## config.mk

```make
export PLATFORM = sky130hd
export DESIGN_NAME = mic_clk_ctrl
export DESIGN_NICKNAME = d
export VERILOG_FILES = /design/src/rtl/mic_pkg.sv /design/src/rtl/mic_clk_div.sv /design/src/rtl/mic_clk_ctrl.sv
export SDC_FILE = /design/constraint.sdc
export NUM_CORES = 1
export LEC_CHECK = 0
export CAP_MARGIN = 20
export CORE_UTILIZATION = 38
export DETAILED_ROUTE_END_ITERATION = 6
export GPL_TIMING_DRIVEN = 0
export PLACE_DENSITY_LB_ADDON = 0.08
export SLEW_MARGIN = 10
export SYNTH_ARGS = -nofsm -noshare
export SYNTH_HDL_FRONTEND = slang
export SYNTH_SLANG_ARGS = --single-unit
export TNS_END_PERCENT = 50
```

## constraint.sdc

```tcl
create_clock -name clk -period 4.8 [get_ports clk]
set_input_delay 1.44 -clock clk [delete_from_list [all_inputs] [get_ports clk]]
set_output_delay 1.44 -clock clk [all_outputs]
set_load 0.05 [all_outputs]
```

## src/rtl/mic_pkg.sv

```systemverilog
// Shared types and constants for the MEMS microphone clock / PDM capture controller.
package mic_pkg;

    typedef enum logic [1:0] {
        ST_IDLE = 2'd0,
        ST_WAKE = 2'd1,
        ST_RUN  = 2'd2,
        ST_STOP = 2'd3
    } mic_state_t;

    localparam logic [1:0] ADDR_CTRL   = 2'd0;
    localparam logic [1:0] ADDR_DIV    = 2'd1;
    localparam logic [1:0] ADDR_WAKE   = 2'd2;
    localparam logic [1:0] ADDR_STATUS = 2'd3;

    localparam int          DIV_RST  = 3;
    localparam logic [15:0] WAKE_RST = 16'h0400;

endpackage

```

## src/rtl/mic_clk_div.sv

```systemverilog
// Half-period divider for micclk; toggles only on terminal count, so no runt pulses.
module mic_clk_div
    import mic_pkg::*;
#(
    parameter int CNT_W = 8
) (
    input  logic             clk,
    input  logic             rst,
    input  logic             run,
    input  logic [CNT_W-1:0] limit_act,
    output logic             micclk,
    output logic             tgl,
    output logic             rise,
    output logic             fall
);

    logic [CNT_W-1:0] cnt;

    assign tgl  = run && (cnt == limit_act);
    assign rise = tgl && !micclk;
    assign fall = tgl && micclk;

    always_ff @(posedge clk) begin
        if (rst || !run) begin
            cnt    <= '0;
            micclk <= 1'b0;
        end else if (tgl) begin
            cnt    <= '0;
            micclk <= ~micclk;
        end else begin
            cnt <= cnt + 1'b1;
        end
    end

endmodule

```

## src/rtl/mic_clk_ctrl.sv

```systemverilog
// Microphone clock controller: register file, wake/run/stop sequencing and stereo PDM capture.
//   state | meaning
//   IDLE  | divider held, micclk low
//   WAKE  | micclk running, counting rising edges until the mics settle
//   RUN   | micclk running, PDM capture enabled
//   STOP  | finishing the current high phase before going idle
module mic_clk_ctrl
    import mic_pkg::*;
#(
    parameter int CNT_W  = 8,
    parameter int WAKE_W = 16
) (
    input  logic        clk,
    input  logic        rst,
    input  logic        cfg_we,
    input  logic [1:0]  cfg_addr,
    input  logic [15:0] cfg_wdata,
    output logic [15:0] cfg_rdata,
    input  logic        pdm_in,
    output logic        micclk,
    output logic        bit_l,
    output logic        bit_r,
    output logic        valid_l,
    output logic        valid_r,
    output logic        running
);

    mic_state_t        state, state_nxt;
    logic              ctrl_en;
    logic [CNT_W-1:0]  div_shadow, limit_act;
    logic [WAKE_W-1:0] wake_reg, wake_cnt;
    logic [WAKE_W:0]   wake_nxt;
    logic              tgl, rise, fall;
    logic              wake_clr, wake_inc;

    always_ff @(posedge clk) begin
        if (rst) begin
            ctrl_en    <= 1'b0;
            div_shadow <= CNT_W'(DIV_RST);
            wake_reg   <= WAKE_W'(WAKE_RST);
        end else if (cfg_we) begin
            case (cfg_addr)
                ADDR_CTRL: ctrl_en    <= cfg_wdata[0];
                ADDR_DIV:  div_shadow <= cfg_wdata[CNT_W-1:0];
                ADDR_WAKE: wake_reg   <= cfg_wdata[WAKE_W-1:0];
                default:   ;
            endcase
        end
    end

    always_comb begin
        cfg_rdata = '0;
        case (cfg_addr)
            ADDR_CTRL: cfg_rdata[0]          = ctrl_en;
            ADDR_DIV:  cfg_rdata[CNT_W-1:0]  = div_shadow;
            ADDR_WAKE: cfg_rdata[WAKE_W-1:0] = wake_reg;
            default:   cfg_rdata[2:0]        = {state == ST_STOP, state == ST_WAKE, state == ST_RUN};
        endcase
    end

    // A new divide ratio only lands on a toggle edge, so the current half-period completes untouched.
    always_ff @(posedge clk) begin
        if (rst) begin
            limit_act <= CNT_W'(DIV_RST);
        end else if (state == ST_IDLE || tgl) begin
            limit_act <= div_shadow;
        end
    end

    mic_clk_div #(.CNT_W(CNT_W)) u_div (
        .clk       (clk),
        .rst       (rst),
        .run       (state != ST_IDLE),
        .limit_act (limit_act),
        .micclk    (micclk),
        .tgl       (tgl),
        .rise      (rise),
        .fall      (fall)
    );

    assign wake_nxt = {1'b0, wake_cnt} + 1'b1;

    always_ff @(posedge clk) begin
        if (rst) begin
            state <= ST_IDLE;
        end else begin
            state <= state_nxt;
        end
    end

    always_comb begin
        state_nxt = state;
        wake_clr  = 1'b0;
        wake_inc  = 1'b0;
        case (state)
            ST_IDLE: begin
                if (ctrl_en) begin
                    wake_clr  = 1'b1;
                    state_nxt = (wake_reg == '0) ? ST_RUN : ST_WAKE;
                end
            end
            ST_WAKE, ST_RUN: begin
                if (!ctrl_en) begin
                    state_nxt = (!micclk && !tgl) ? ST_IDLE : ST_STOP;
                end else if (state == ST_WAKE && rise) begin
                    wake_inc = 1'b1;
                    if (wake_nxt >= {1'b0, wake_reg}) state_nxt = ST_RUN;
                end
            end
            default: begin
                if (ctrl_en) begin
                    wake_clr  = 1'b1;
                    state_nxt = ST_WAKE;
                end else if (fall) begin
                    state_nxt = ST_IDLE;
                end
            end
        endcase
    end

    always_ff @(posedge clk) begin
        if (rst || wake_clr) begin
            wake_cnt <= '0;
        end else if (wake_inc) begin
            wake_cnt <= wake_nxt[WAKE_W-1:0];
        end
    end

    // Gating on ctrl_en keeps a disable write from letting one more strobe slip out.
    always_ff @(posedge clk) begin
        if (rst) begin
            bit_l   <= 1'b0;
            bit_r   <= 1'b0;
            valid_l <= 1'b0;
            valid_r <= 1'b0;
        end else begin
            valid_l <= 1'b0;
            valid_r <= 1'b0;
            if (state == ST_RUN && ctrl_en) begin
                if (fall) begin
                    bit_l   <= pdm_in;
                    valid_l <= 1'b1;
                end
                if (rise) begin
                    bit_r   <= pdm_in;
                    valid_r <= 1'b1;
                end
            end
        end
    end

    assign running = (state == ST_RUN);

endmodule

```

==> qor.txt <==
status - complete, no violations
Tcrit/Tclk final - 98.6%
CTS Sinks - 64
Core ar. - 9200 um^2
switching portion of total power - 26.9%
R2R cell count - 12
WP buf/inv - 3
asr flop ratio synth - 0%
post-route minimum period - 4.73 ns
Synth Register Bits - 64
Hold Path Class - reg -> reg
unrepaired setup endpoints after global routing - no
max_cap viols - 0
initial core utilization - 39.0%
Post-Synth XOR/XNOR Area - 10.8%
CTS tree - done
mux cell area share after synthesis - 1.71%
largest family of logic cells by synthesized area - simple AND/OR/NAND/NOR gates
setup tns final - 0 ns
first-pass GRT wire length - 15.2 mm
pwr/cell area - 265 nW/um^2
via/cell ratio - 5.07
final instance area - 4320 um^2
port bufs - 43
synthesized net count - 491
CP endpoint kind - output port
commonest non-fill, non-tap cell in the layout - nand2_1
share of cells above drive strength 1 - 7.21%
total track usage - 20.1%
worst vdd ir - 0.158 mV
via count - 3095
H-Tree Depth - 3
FMAX - 211 MHz
Largest stage delay, worst path - 0.57 ns
Hold WS - 0.466 ns
WP data arrival - 3.29 ns
skew final - 0.0106 ns
CP delay by family, top - buffers and inverters
DRT iter0 DRCs - 101
DR DRC count - 0
Int Pwr - 0.835 mW
Flop pwr share - 48.3%
Core Util, Final - 46.9%
WP data required - 3.36 ns
CTS Buf Count - 9
Net Sw Power - 0.307 mW
slowest CP cell - clkdlybuf4s50_1
WP depth - 6
Post-synth EDFFs - 0
ant diodes - 0
Worst-Skew Late Latency - 0.36 ns
Nets - 543
die area - 9830 um^2
post-route ant nets - 0
hold depth - 2
post-DR wirelength/cell - 15.1 um
Area Growth Syn to Fin - 20.4%
crit start category - input port
final-report max-slew violation count - 0
crit path cell chain - clkdlybuf4s50_1 > inv_1 > ha_1 > a222oi_1 > mux2i_1 > clkbuf_2
Post-Synth Simple-Gate Area - 27.9%
Pleak - 1.68 nW
Main synth FF type - dfxtp_1
placed cell area - 4150 um^2
Post-Synthesis Cells - 443
Critical Path Source - cfg_addr[1]
hold path start - limit_act[4]
number of global-route vias before repair - 3031
sequential share of the synthesized area - 35.7%
gpl congestion - 0.777
Clock transition at path regs - 0.07 ns
Clock Tree Buf Depth - 2
Syn Area/Cell - 8.09 um^2
CTS Hold Bufs - 0
row cnt - 35
final wirelength - 9.19 mm
GRT Residual Overflow - 0
Pre-antenna DRT Iters - 4
Die W - 99.1 um
Die Ht - 99.1 um
detailed-placement wirelength estimate - 6.89 mm
io pins - 44
yosys warns - 0
most frequent cells in the layout - nand2_1 (86), dfxtp_1 (64), a21oi_1 (34), nor2_1 (32), clkdlybuf4s50_1 (27)
R2R Path Start - wake_cnt[0]
worst slew pin tran - 0.590 ns
combinational share of power - 9.6%
final setup fails - 0
Synth cell types - 43
Max Fanout on Critical Path - 10
Final Hold Fails - 0
Mapped Area - 3580 um^2
largest net degree at the start of global routing - 12
Synth Area in Compound Gates - 10.1%
clock power share - 42.0%
root buf cell - clkbuf_8
initial antenna violation count - 0
worst setup path category - in -> out
post-synthesis adder-cell area fraction - 9.08%
Max-Slew Margin vs Limit - 60.5%
Yosys cell counts, types with 6 or more instances:
master / n / share of area [%]
a21oi_1: 34 / 4.7
a22oi_1: 7 / 1.5
and2_1: 10 / 1.7
clkbuf_1: 13 / 1.4
dfxtp_1: 64 / 36
ha_1: 26 / 9.1
inv_1: 23 / 2.4
nand2_1: 86 / 9.0
nand3_1: 18 / 2.5
nand4_1: 7 / 1.2
nor2_1: 32 / 3.4
nor2b_1: 8 / 1.4
nor3_1: 11 / 1.5
nor4_1: 6 / 1.0
xnor2_1: 21 / 5.1
xor2_1: 23 / 5.6
power groups by stage:
stage	logic [mW]	registers, mW	clock network [mW]
after floorplan	0.0666	0.559	0
after global placement	0.111	0.564	0
final	0.110	0.552	0.480
after global routing	0.121	0.553	0.514
after CTS	0.111	0.552	0.493
after detailed placement	0.112	0.564	0
worst reg2reg max path: stages (launching register included):
cell	delay (ns)
dfxtp_1	0.43
ha_1	0.25
nand3_2	0.17
nor4_1	0.51
and3_1	0.28
xor2_1	0.16
ha_1	0.26
nand3_1	0.11
nor2_1	0.08
a2111oi_0	0.42
o211a_1	0.23
a31oi_2	0.11
mux2_2	0.28
final timing paths:
| kind | endpoint | slack, ns |
|---|---|---|
| max | cfg_rdata[0] | 0.07 |
| min | limit_act[4] | 0.47 |
| max reg2reg | state[1] | 1.40 |
| min reg2reg | limit_act[4] | 0.47 |
cells by family (layout without fill, tap and decap cells):
| group | count (synthesis) | count (layout) |
|---|---|---|
| flops | 64 | 64 |
| simple gates | 203 | 203 |
| mux | 6 | 6 |
| xor+xnor | 44 | 44 |
| fa+ha+maj | 26 | 26 |
| buf+inv | 42 | 98 |
| compound gates | 58 | 58 |
layer usage:
metal | vias up | GRT usage, % | share of wire, %
li1 | 1594 | - | -
met1 | 1439 | 26.9 | 51
met2 | 49 | 32.1 | 44
met3 | 13 | 4.85 | 3.3
met4 | 0 | 6.22 | 1.5
met5 | - | 0 | 0
per-stage QoR:
stage          std cells  worst slack, ns  power, mW
6_report             610           0.0658       1.14
3_5_place_dp         597           -0.845      0.676
2_1_floorplan        443           0.0803      0.626
3_3_place_gp         597           -0.817      0.675
5_1_grt              610           0.0181       1.19
4_1_cts              611           -0.128       1.16
layout make-up:
class,count,area [um^2]
fillers,967,4880
well taps,111,139
inverters,23,86.3
flip-flops and latches,64,1280
plain buffers,17,80.1
repair buffers,43,398
clock inverters,5,57.6
multi-input cells,337,2140
clock buffers,10,138
repair_timing:
item,CTS,global route
gates resized for setup,27,8
gates cloned,0,0
setup buffers,0,0
endpoints found under the setup margin,16,16
hold endpoints to repair,0,0
No activity file was read; power rests on OpenSTA's default activity.
